<file path="src/rtl/spi_register_bridge_if.sv">
// Signal bundle between the SPI host / synthesizer core and the register bridge.
// The slave modport is the bridge's view; the master modport is the view of whatever drives it.
interface spi_register_bridge_if;
  logic        i_SPI_SCK;
  logic        i_SPI_CS_n;
  logic        i_SPI_MOSI;
  logic        o_SPI_MISO;
  logic [15:0] i_Sample;
  logic        i_SampleReady;
  logic        o_RegisterWriteEnable;
  logic [15:0] o_RegisterWriteNumber;
  logic [7:0]  o_RegisterWriteValue;
  logic        o_FrameError;

  modport slave (
    input  i_SPI_SCK,
    input  i_SPI_CS_n,
    input  i_SPI_MOSI,
    output o_SPI_MISO,
    input  i_Sample,
    input  i_SampleReady,
    output o_RegisterWriteEnable,
    output o_RegisterWriteNumber,
    output o_RegisterWriteValue,
    output o_FrameError
  );

  modport master (
    output i_SPI_SCK,
    output i_SPI_CS_n,
    output i_SPI_MOSI,
    input  o_SPI_MISO,
    output i_Sample,
    output i_SampleReady,
    input  o_RegisterWriteEnable,
    input  o_RegisterWriteNumber,
    input  o_RegisterWriteValue,
    input  o_FrameError
  );
endinterface

</file>
<file path="src/rtl/spi_register_bridge.sv">
// SPI mode-0 slave that turns 24-bit host frames into synthesizer register writes
// and streams the latest audio sample back to the host on MISO.
module spi_register_bridge #(
  parameter int SYNC_STAGES = 2
) (
  input  logic                  i_Clock,
  input  logic                  i_Reset,
  spi_register_bridge_if.slave  bus
);

  typedef enum logic [1:0] {IDLE, SHIFT, DONE, WAIT_CS_HIGH} state_t;

  state_t                 state;
  logic [SYNC_STAGES-1:0] sck_sync;
  logic [SYNC_STAGES-1:0] cs_sync;
  logic [SYNC_STAGES-1:0] mosi_sync;
  logic [SYNC_STAGES-1:0] sync_valid;
  logic                   sck_prev;
  logic                   cs_prev;
  logic                   sck_s;
  logic                   cs_s;
  logic                   mosi_s;
  logic                   sck_rise;
  logic                   sck_fall;
  logic                   cs_rise;
  logic                   cs_fall;
  logic [15:0]            sample_hold;
  logic [15:0]            miso_shift;
  logic [4:0]             bit_count;
  logic [22:0]            shift_reg;
  logic [23:0]            shift_next;
  logic                   overrun;
  logic                   write_enable;
  logic                   frame_error;
  logic [15:0]            write_number;
  logic [7:0]             write_value;

  assign sck_s    = sck_sync[SYNC_STAGES-1];
  assign cs_s     = cs_sync[SYNC_STAGES-1];
  assign mosi_s   = mosi_sync[SYNC_STAGES-1];
  assign sck_rise = sck_s & ~sck_prev;
  assign sck_fall = ~sck_s & sck_prev;
  assign cs_rise  = cs_s & ~cs_prev;
  assign cs_fall  = ~cs_s & cs_prev;

  // Only 23 bits are stored: the 24th bit goes straight into the write value.
  assign shift_next = {shift_reg, mosi_s};

  // sync_valid marks when the last synchronizer stage holds a real pin sample
  // rather than its reset value, so WAIT_CS_HIGH cannot be fooled by reset.
  always_ff @(posedge i_Clock) begin
    if (i_Reset) begin
      sck_sync   <= '0;
      cs_sync    <= '1;
      mosi_sync  <= '0;
      sync_valid <= '0;
      sck_prev   <= 1'b0;
      cs_prev    <= 1'b1;
    end else begin
      sck_sync   <= {sck_sync[SYNC_STAGES-2:0], bus.i_SPI_SCK};
      cs_sync    <= {cs_sync[SYNC_STAGES-2:0], bus.i_SPI_CS_n};
      mosi_sync  <= {mosi_sync[SYNC_STAGES-2:0], bus.i_SPI_MOSI};
      sync_valid <= {sync_valid[SYNC_STAGES-2:0], 1'b1};
      sck_prev   <= sck_s;
      cs_prev    <= cs_s;
    end
  end

  always_ff @(posedge i_Clock) begin
    if (i_Reset) begin
      sample_hold <= '0;
    end else if (bus.i_SampleReady) begin
      sample_hold <= bus.i_Sample;
    end
  end

  always_ff @(posedge i_Clock) begin
    if (i_Reset) begin
      state        <= WAIT_CS_HIGH;
      bit_count    <= '0;
      shift_reg    <= '0;
      miso_shift   <= '0;
      overrun      <= 1'b0;
      write_enable <= 1'b0;
      frame_error  <= 1'b0;
      write_number <= '0;
      write_value  <= '0;
    end else begin
      write_enable <= 1'b0;
      frame_error  <= 1'b0;
      if (((state == SHIFT) || (state == DONE)) && sck_fall) begin
        miso_shift <= {miso_shift[14:0], 1'b0};
      end
      case (state)
        IDLE: begin
          if (cs_fall) begin
            state      <= SHIFT;
            bit_count  <= '0;
            overrun    <= 1'b0;
            miso_shift <= bus.i_SampleReady ? bus.i_Sample : sample_hold;
          end
        end
        SHIFT: begin
          // A CS rise wins over a simultaneous SCK rise; that bit is dropped.
          if (cs_rise) begin
            frame_error <= 1'b1;
            state       <= IDLE;
          end else if (sck_rise) begin
            shift_reg <= shift_next[22:0];
            bit_count <= bit_count + 5'd1;
            if (bit_count == 5'd23) begin
              state        <= DONE;
              write_enable <= 1'b1;
              write_number <= shift_next[23:8];
              write_value  <= shift_next[7:0];
            end
          end
        end
        DONE: begin
          if (cs_rise) begin
            frame_error <= overrun;
            overrun     <= 1'b0;
            state       <= IDLE;
          end else if (sck_rise) begin
            overrun <= 1'b1;
          end
        end
        WAIT_CS_HIGH: begin
          if (sync_valid[SYNC_STAGES-1] && cs_s) begin
            state <= IDLE;
          end
        end
        default: state <= WAIT_CS_HIGH;
      endcase
    end
  end

  assign bus.o_SPI_MISO            = ((state == SHIFT) || (state == DONE)) && miso_shift[15];
  assign bus.o_RegisterWriteEnable = write_enable;
  assign bus.o_RegisterWriteNumber = write_number;
  assign bus.o_RegisterWriteValue  = write_value;
  assign bus.o_FrameError          = frame_error;

endmodule
</file>
<file path="src/flat_wrapper.sv">
// flat-port wrapper written by rule: the top's interface ports become plain ports
module spi_register_bridge_flat 
#(
  parameter int SYNC_STAGES = 2
)
  (i_Clock, i_Reset, bus_i_SPI_SCK, bus_i_SPI_CS_n, bus_i_SPI_MOSI, bus_o_SPI_MISO, bus_i_Sample, bus_i_SampleReady, bus_o_RegisterWriteEnable, bus_o_RegisterWriteNumber, bus_o_RegisterWriteValue, bus_o_FrameError);
  spi_register_bridge_if bus_i ();
  input  logic i_Clock;
  input  logic i_Reset;
  input wire logic [$bits(bus_i.i_SPI_SCK)-1:0] bus_i_SPI_SCK;
  input wire logic [$bits(bus_i.i_SPI_CS_n)-1:0] bus_i_SPI_CS_n;
  input wire logic [$bits(bus_i.i_SPI_MOSI)-1:0] bus_i_SPI_MOSI;
  output wire logic [$bits(bus_i.o_SPI_MISO)-1:0] bus_o_SPI_MISO;
  input wire logic [$bits(bus_i.i_Sample)-1:0] bus_i_Sample;
  input wire logic [$bits(bus_i.i_SampleReady)-1:0] bus_i_SampleReady;
  output wire logic [$bits(bus_i.o_RegisterWriteEnable)-1:0] bus_o_RegisterWriteEnable;
  output wire logic [$bits(bus_i.o_RegisterWriteNumber)-1:0] bus_o_RegisterWriteNumber;
  output wire logic [$bits(bus_i.o_RegisterWriteValue)-1:0] bus_o_RegisterWriteValue;
  output wire logic [$bits(bus_i.o_FrameError)-1:0] bus_o_FrameError;
  assign bus_i.i_SPI_SCK = bus_i_SPI_SCK;
  assign bus_i.i_SPI_CS_n = bus_i_SPI_CS_n;
  assign bus_i.i_SPI_MOSI = bus_i_SPI_MOSI;
  assign bus_o_SPI_MISO = bus_i.o_SPI_MISO;
  assign bus_i.i_Sample = bus_i_Sample;
  assign bus_i.i_SampleReady = bus_i_SampleReady;
  assign bus_o_RegisterWriteEnable = bus_i.o_RegisterWriteEnable;
  assign bus_o_RegisterWriteNumber = bus_i.o_RegisterWriteNumber;
  assign bus_o_RegisterWriteValue = bus_i.o_RegisterWriteValue;
  assign bus_o_FrameError = bus_i.o_FrameError;
  spi_register_bridge #(.SYNC_STAGES(SYNC_STAGES)) u_core (.i_Clock(i_Clock), .i_Reset(i_Reset), .bus(bus_i));
endmodule
</file>
<file path="config.mk">
export PLATFORM = sky130hd
export DESIGN_NAME = spi_register_bridge_flat
export DESIGN_NICKNAME = d
export VERILOG_FILES = /design/src/rtl/spi_register_bridge_if.sv /design/src/rtl/spi_register_bridge.sv /design/src/flat_wrapper.sv
export SDC_FILE = /design/constraint.sdc
export NUM_CORES = 1
export LEC_CHECK = 0
export ABC_AREA = 0
export CORE_ASPECT_RATIO = 1.2
export CORE_UTILIZATION = 45
export DETAILED_ROUTE_END_ITERATION = 8
export GPL_TIMING_DRIVEN = 0
export PLACE_DENSITY_LB_ADDON = 0.25
export SYNTH_ARGS = -nofsm -noshare
export SYNTH_HDL_FRONTEND = slang
export SYNTH_SLANG_ARGS = --single-unit
</file>
<file path="constraint.sdc">
create_clock -name i_Clock -period 3.6 [get_ports i_Clock]
set_clock_uncertainty 0.15 [all_clocks]
set_input_delay 1.08 -clock i_Clock [delete_from_list [all_inputs] [get_ports i_Clock]]
set_output_delay 1.08 -clock i_Clock [all_outputs]
set_load 0.02 [all_outputs]
</file>
==> impl_results.html <==
<table>
<tr><th>Metric</th><th>Value</th></tr>
<tr><th colspan="2">Critical path</th></tr>
<tr><td>Last element of the critical path</td><td>bus_o_SPI_MISO</td></tr>
<tr><td>Critical path class</td><td>flop to primary output</td></tr>
<tr><td>Data arrival time of the critical path</td><td>1.95 ns</td></tr>
<tr><td>Crit path max fanout</td><td>4</td></tr>
<tr><td>Depth of the worst register-to-register path</td><td>7</td></tr>
<tr><td>Kind of end point of the critical path</td><td>primary output</td></tr>
<tr><td>Reg2Reg Setup Slack</td><td>1.47 ns</td></tr>
<tr><td>Worst Setup SP</td><td>u_core.state[1]</td></tr>
<tr><td>R2r endpoint</td><td>u_core.miso_shift[8]</td></tr>
<tr><td>Ordered list of cells on the worst path</td><td>inv_1 -&gt; ha_1 -&gt; and2_1 -&gt; clkdlybuf4s50_1</td></tr>
<tr><td>Critical-path cell with the highest stage delay</td><td>sky130_fd_sc_hd__clkdlybuf4s50_1</td></tr>
<tr><td>Critical R2R Launch</td><td>u_core.state[0]</td></tr>
<tr><td>Critical path launch point type</td><td>flop</td></tr>
<tr><td>Slowest stage delay, CP</td><td>0.60 ns</td></tr>
<tr><td>Required time of the critical path</td><td>2.37 ns</td></tr>
<tr><th colspan="2">Drt</th></tr>
<tr><td>DRT antenna net count</td><td>0</td></tr>
<tr><td>Final WL</td><td>7320 um</td></tr>
<tr><td>First DRT Iteration DRCs</td><td>107</td></tr>
<tr><td>Number of vias after detailed routing</td><td>2,943</td></tr>
<tr><td>Routed len/inst</td><td>12.0 um</td></tr>
<tr><td>Via-to-Cell Ratio</td><td>4.82</td></tr>
<tr><td>First-pass DRT Iterations</td><td>4</td></tr>
<tr><td>Total DRC errors in the routed layout</td><td>0</td></tr>
<tr><th colspan="2">Final layout</th></tr>
<tr><td>Diode insertion count for antenna repair</td><td>0</td></tr>
<tr><td>Layout-stage area growth over the synthesis result</td><td>20.4%</td></tr>
<tr><td>Final core utilization</td><td>0.564</td></tr>
<tr><td>Proportion of layout cells with a drive suffix above 1</td><td>0.131</td></tr>
<tr><td>Number of flip-flops in the largest register</td><td>23</td></tr>
<tr><td>Final Instance Count excl. Fillers</td><td>610</td></tr>
<tr><td>Number of nets in the finished design</td><td>519</td></tr>
<tr><th colspan="2">Timing</th></tr>
<tr><td>Post-route fraction of the period consumed by the critical path</td><td>0.884</td></tr>
<tr><td>Final setup vio count</td><td>0</td></tr>
<tr><td>Unrepaired setup endpoints after global routing</td><td>no</td></tr>
<tr><td>Final worst path period need</td><td>3.18 ns</td></tr>
<tr><td>Worst-case headroom to the max-slew limit</td><td>0.614</td></tr>
<tr><td>F_max</td><td>0.314 GHz</td></tr>
<tr><td>Hold violation total from the final report</td><td>0</td></tr>
<tr><td>Total negative slack for setup checks</td><td>0 ns</td></tr>
<tr><td>Transition time of the tightest slew-check pin</td><td>0.579 ns</td></tr>
<tr><td>Final-report max-slew violation count</td><td>0</td></tr>
<tr><th colspan="2">Global route</th></tr>
<tr><td>Pin count of the biggest net entering global routing</td><td>17</td></tr>
<tr><td>Via count of the first global-routing pass</td><td>2,779</td></tr>
<tr><td>Remaining global-route overflow</td><td>0</td></tr>
<tr><td>Global-route wire length before repair</td><td>12,600 um</td></tr>
<tr><td>Initial antenna violation count</td><td>0</td></tr>
<tr><td>Total track usage</td><td>0.183</td></tr>
<tr><th colspan="2">Yosys</th></tr>
<tr><td>Synthesized-area fraction occupied by ao, oa, aoi and oai cells</td><td>0.106</td></tr>
<tr><td>Post-Synth Simple-Gate Area</td><td>0.225</td></tr>
<tr><td>XOR/XNOR Fraction of Synth Area</td><td>0</td></tr>
<tr><td>Post-synth top area cell</td><td>sky130_fd_sc_hd__dfxtp_1</td></tr>
<tr><td>Most area-consuming cells after synthesis</td><td>sky130_fd_sc_hd__dfxtp_1 (52%), sky130_fd_sc_hd__nand2_1 (11%), sky130_fd_sc_hd__a21oi_1 (8.7%), sky130_fd_sc_hd__mux2i_1 (5.2%), sky130_fd_sc_hd__mux2_2 (4.7%)</td></tr>
<tr><td>Avg Cell Area, Syn</td><td>8.88 um2</td></tr>
<tr><td>Synth Instances</td><td>433</td></tr>
<tr><td>Multiplexer area fraction after synthesis</td><td>0.0990</td></tr>
<tr><td>Arithmetic-cell share of the synthesized area counting full adders, half adders and majority gates</td><td>0.0195</td></tr>
<tr><td>Largest family of logic cells by synthesized area</td><td>simple AND/OR/NAND/NOR gates</td></tr>
<tr><td>Post-synthesis instance area</td><td>3840 um2</td></tr>
<tr><td>Post-synth top area share</td><td>0.516</td></tr>
<tr><td>Yosys synthesis warning count</td><td>0</td></tr>
<tr><td>Seq/Total Area, Yosys</td><td>0.516</td></tr>
<tr><td>Synth Register Bits</td><td>99</td></tr>
<tr><td>Distinct cells, synth</td><td>38</td></tr>
<tr><td>Net count of the mapped netlist</td><td>461</td></tr>
<tr><th colspan="2">Placement</th></tr>
<tr><td>Placed insts</td><td>594</td></tr>
<tr><td>Half-perimeter wire length after placement</td><td>5300 um</td></tr>
<tr><td>Final weighted congestion of routability-driven global placement</td><td>0.741</td></tr>
<tr><td>IO buf count</td><td>47</td></tr>
<tr><th colspan="2">CTS</th></tr>
<tr><td>Setup fix buffers added after clock tree synthesis</td><td>0</td></tr>
<tr><td>Later-pin clock latency in the skew report</td><td>0.37 ns</td></tr>
<tr><td>CTS tree</td><td>built</td></tr>
<tr><td>Clock H-tree levels</td><td>3</td></tr>
<tr><td>Count of hold buffers inserted by post-cts repair</td><td>0</td></tr>
<tr><td>Number of sinks driven by the clock tree</td><td>99</td></tr>
<tr><td>Clk buf depth</td><td>2</td></tr>
<tr><td>CTS buffer count</td><td>9</td></tr>
<tr><td>Clock-pin slew on the worst setup and hold paths</td><td>0.09 ns</td></tr>
<tr><td>Clock root buffer</td><td>sky130_fd_sc_hd__clkbuf_8</td></tr>
<tr><td>Count of cells resized by post-cts repair</td><td>0</td></tr>
<tr><th colspan="2">Pwr</th></tr>
<tr><td>Worst vdd rail ir drop</td><td>0.000240 V</td></tr>
<tr><td>Total power consumption of the routed design</td><td>2.02 mW</td></tr>
<tr><td>Pwr Density</td><td>436 nW/um2</td></tr>
<tr><td>Pleak</td><td>1.71 nW</td></tr>
<tr><th colspan="2">Floorplanning</th></tr>
<tr><td>Effective utilization at floorplan</td><td>0.469</td></tr>
<tr><td>I/O Pins</td><td>49</td></tr>
<tr><td>Die span in y</td><td>103 um</td></tr>
<tr><td>Horizontal die dimension</td><td>86.4 um</td></tr>
<tr><td>Area inside the core boundary</td><td>8200 um2</td></tr>
<tr><td>Site row count</td><td>36</td></tr>
<tr><td>Area of the die</td><td>8920 um2</td></tr>
<tr><th colspan="2">Worst hold path</th></tr>
<tr><td>Type of the tightest min-delay check</td><td>flop to flop</td></tr>
<tr><th colspan="2">Run</th></tr>
<tr><td>Max-cap check violation count</td><td>0</td></tr>
<tr><th colspan="2">Run status</th></tr>
<tr><td>Run status</td><td>completed</td></tr>
</table>
==> cell usage after synthesis, drive strengths merged <==
cell type / number
nand3b: 2
o22ai: 2
and2b: 1
nand4: 2
buf: 10
nand3: 3
or2: 19
and4bb: 1
a211oi: 1
mux2i: 20
a41o: 1
a31oi: 1
ha: 6
nand2b: 3
nor3: 4
and2: 2
clkbuf: 15
nand2: 114
dfxtp: 99
mux2: 16
nor4b: 1
nor2b: 7
inv: 3
a31o: 2
nor2: 25
or3: 2
nand4b: 1
a21oi: 67
a22o: 1
o21ai: 2
==> report_power, final <==
group	internal, mW	total (mW)	switching, mW
clock	0.256	0.636	0.380
sequential	1.12	1.14	0.0176
combinational	0.104	0.241	0.137
total	1.48	2.02	0.535
==> final cells by class <==
class	instances	area, um2
plain buffers	25	123
repair buffers	47	470
fillers	789	3570
multi-input cells	306	1730
flip-flops and latches	99	1980
clock inverters	5	38.8
clock buffers	11	131
well taps	114	143
inverters	3	11.3
==> stage by stage <==
stage | hold slack [ns] | cell area [um2] | setup slack [ns]
6_report | 0.264 | 4630 | 0.418
5_1_grt | 0.284 | 4630 | 0.312
4_1_cts | 0.266 | 4630 | 0.396
3_5_place_dp | 0.245 | 4460 | 0.448
3_3_place_gp | 0.244 | 4460 | 0.471
2_1_floorplan | 0.239 | 3840 | 1.37
==> how the worst min path moves through the flow <==
stage	start	endpoint	slack, ns	cells past startpoint
after floorplan	u_core.cs_sync[0]	u_core.cs_sync[1]	0.24	1
after global placement	u_core.cs_sync[0]	u_core.cs_sync[1]	0.24	1
after detailed placement	u_core.cs_sync[0]	u_core.cs_sync[1]	0.25	1
after CTS	u_core.cs_sync[0]	u_core.cs_sync[1]	0.27	1
after global routing	u_core.cs_sync[0]	u_core.cs_sync[1]	0.28	1
final	u_core.cs_sync[0]	u_core.cs_sync[1]	0.26	1
==> cell families after synthesis <==
family,after synthesis
AOI/OAI and AO/OA,77
adders and majority gates,6
buffers and inverters,28
DFF,99
muxes,36
and+or+nand+nor,187
==> per-layer routing <==
layer	vias up	share of wire	global-route usage	routed length, um
met5	-	0	0	0
met4	0	0.014	0.0897	103
met3	9	0.030	0.0397	220
met2	53	0.50	0.321	3680
met1	1333	0.45	0.214	3310
li1	1548	-	-	-
==> layout by cell type, fill, tap and decap left out, drive strengths merged, types with 6 or more instances in the layout <==
master         count
nor2              25
ha                 6
mux2              16
clkdlybuf4s50     47
or2               19
buf               10
nand2            114
a21oi             67
mux2i             20
clkbuf            26
nor2b              7
dfxtp             99
==> critical path, delay by kind of cell (launching register included) <==
kind | cells | cell delay (ns)
DFF | 1 | 0.39
and+or+nand+nor | 1 | 0.15
buffers and inverters | 2 | 0.71
adders and majority gates | 1 | 0.33
Note: power is estimated with default switching activity, not from simulation.
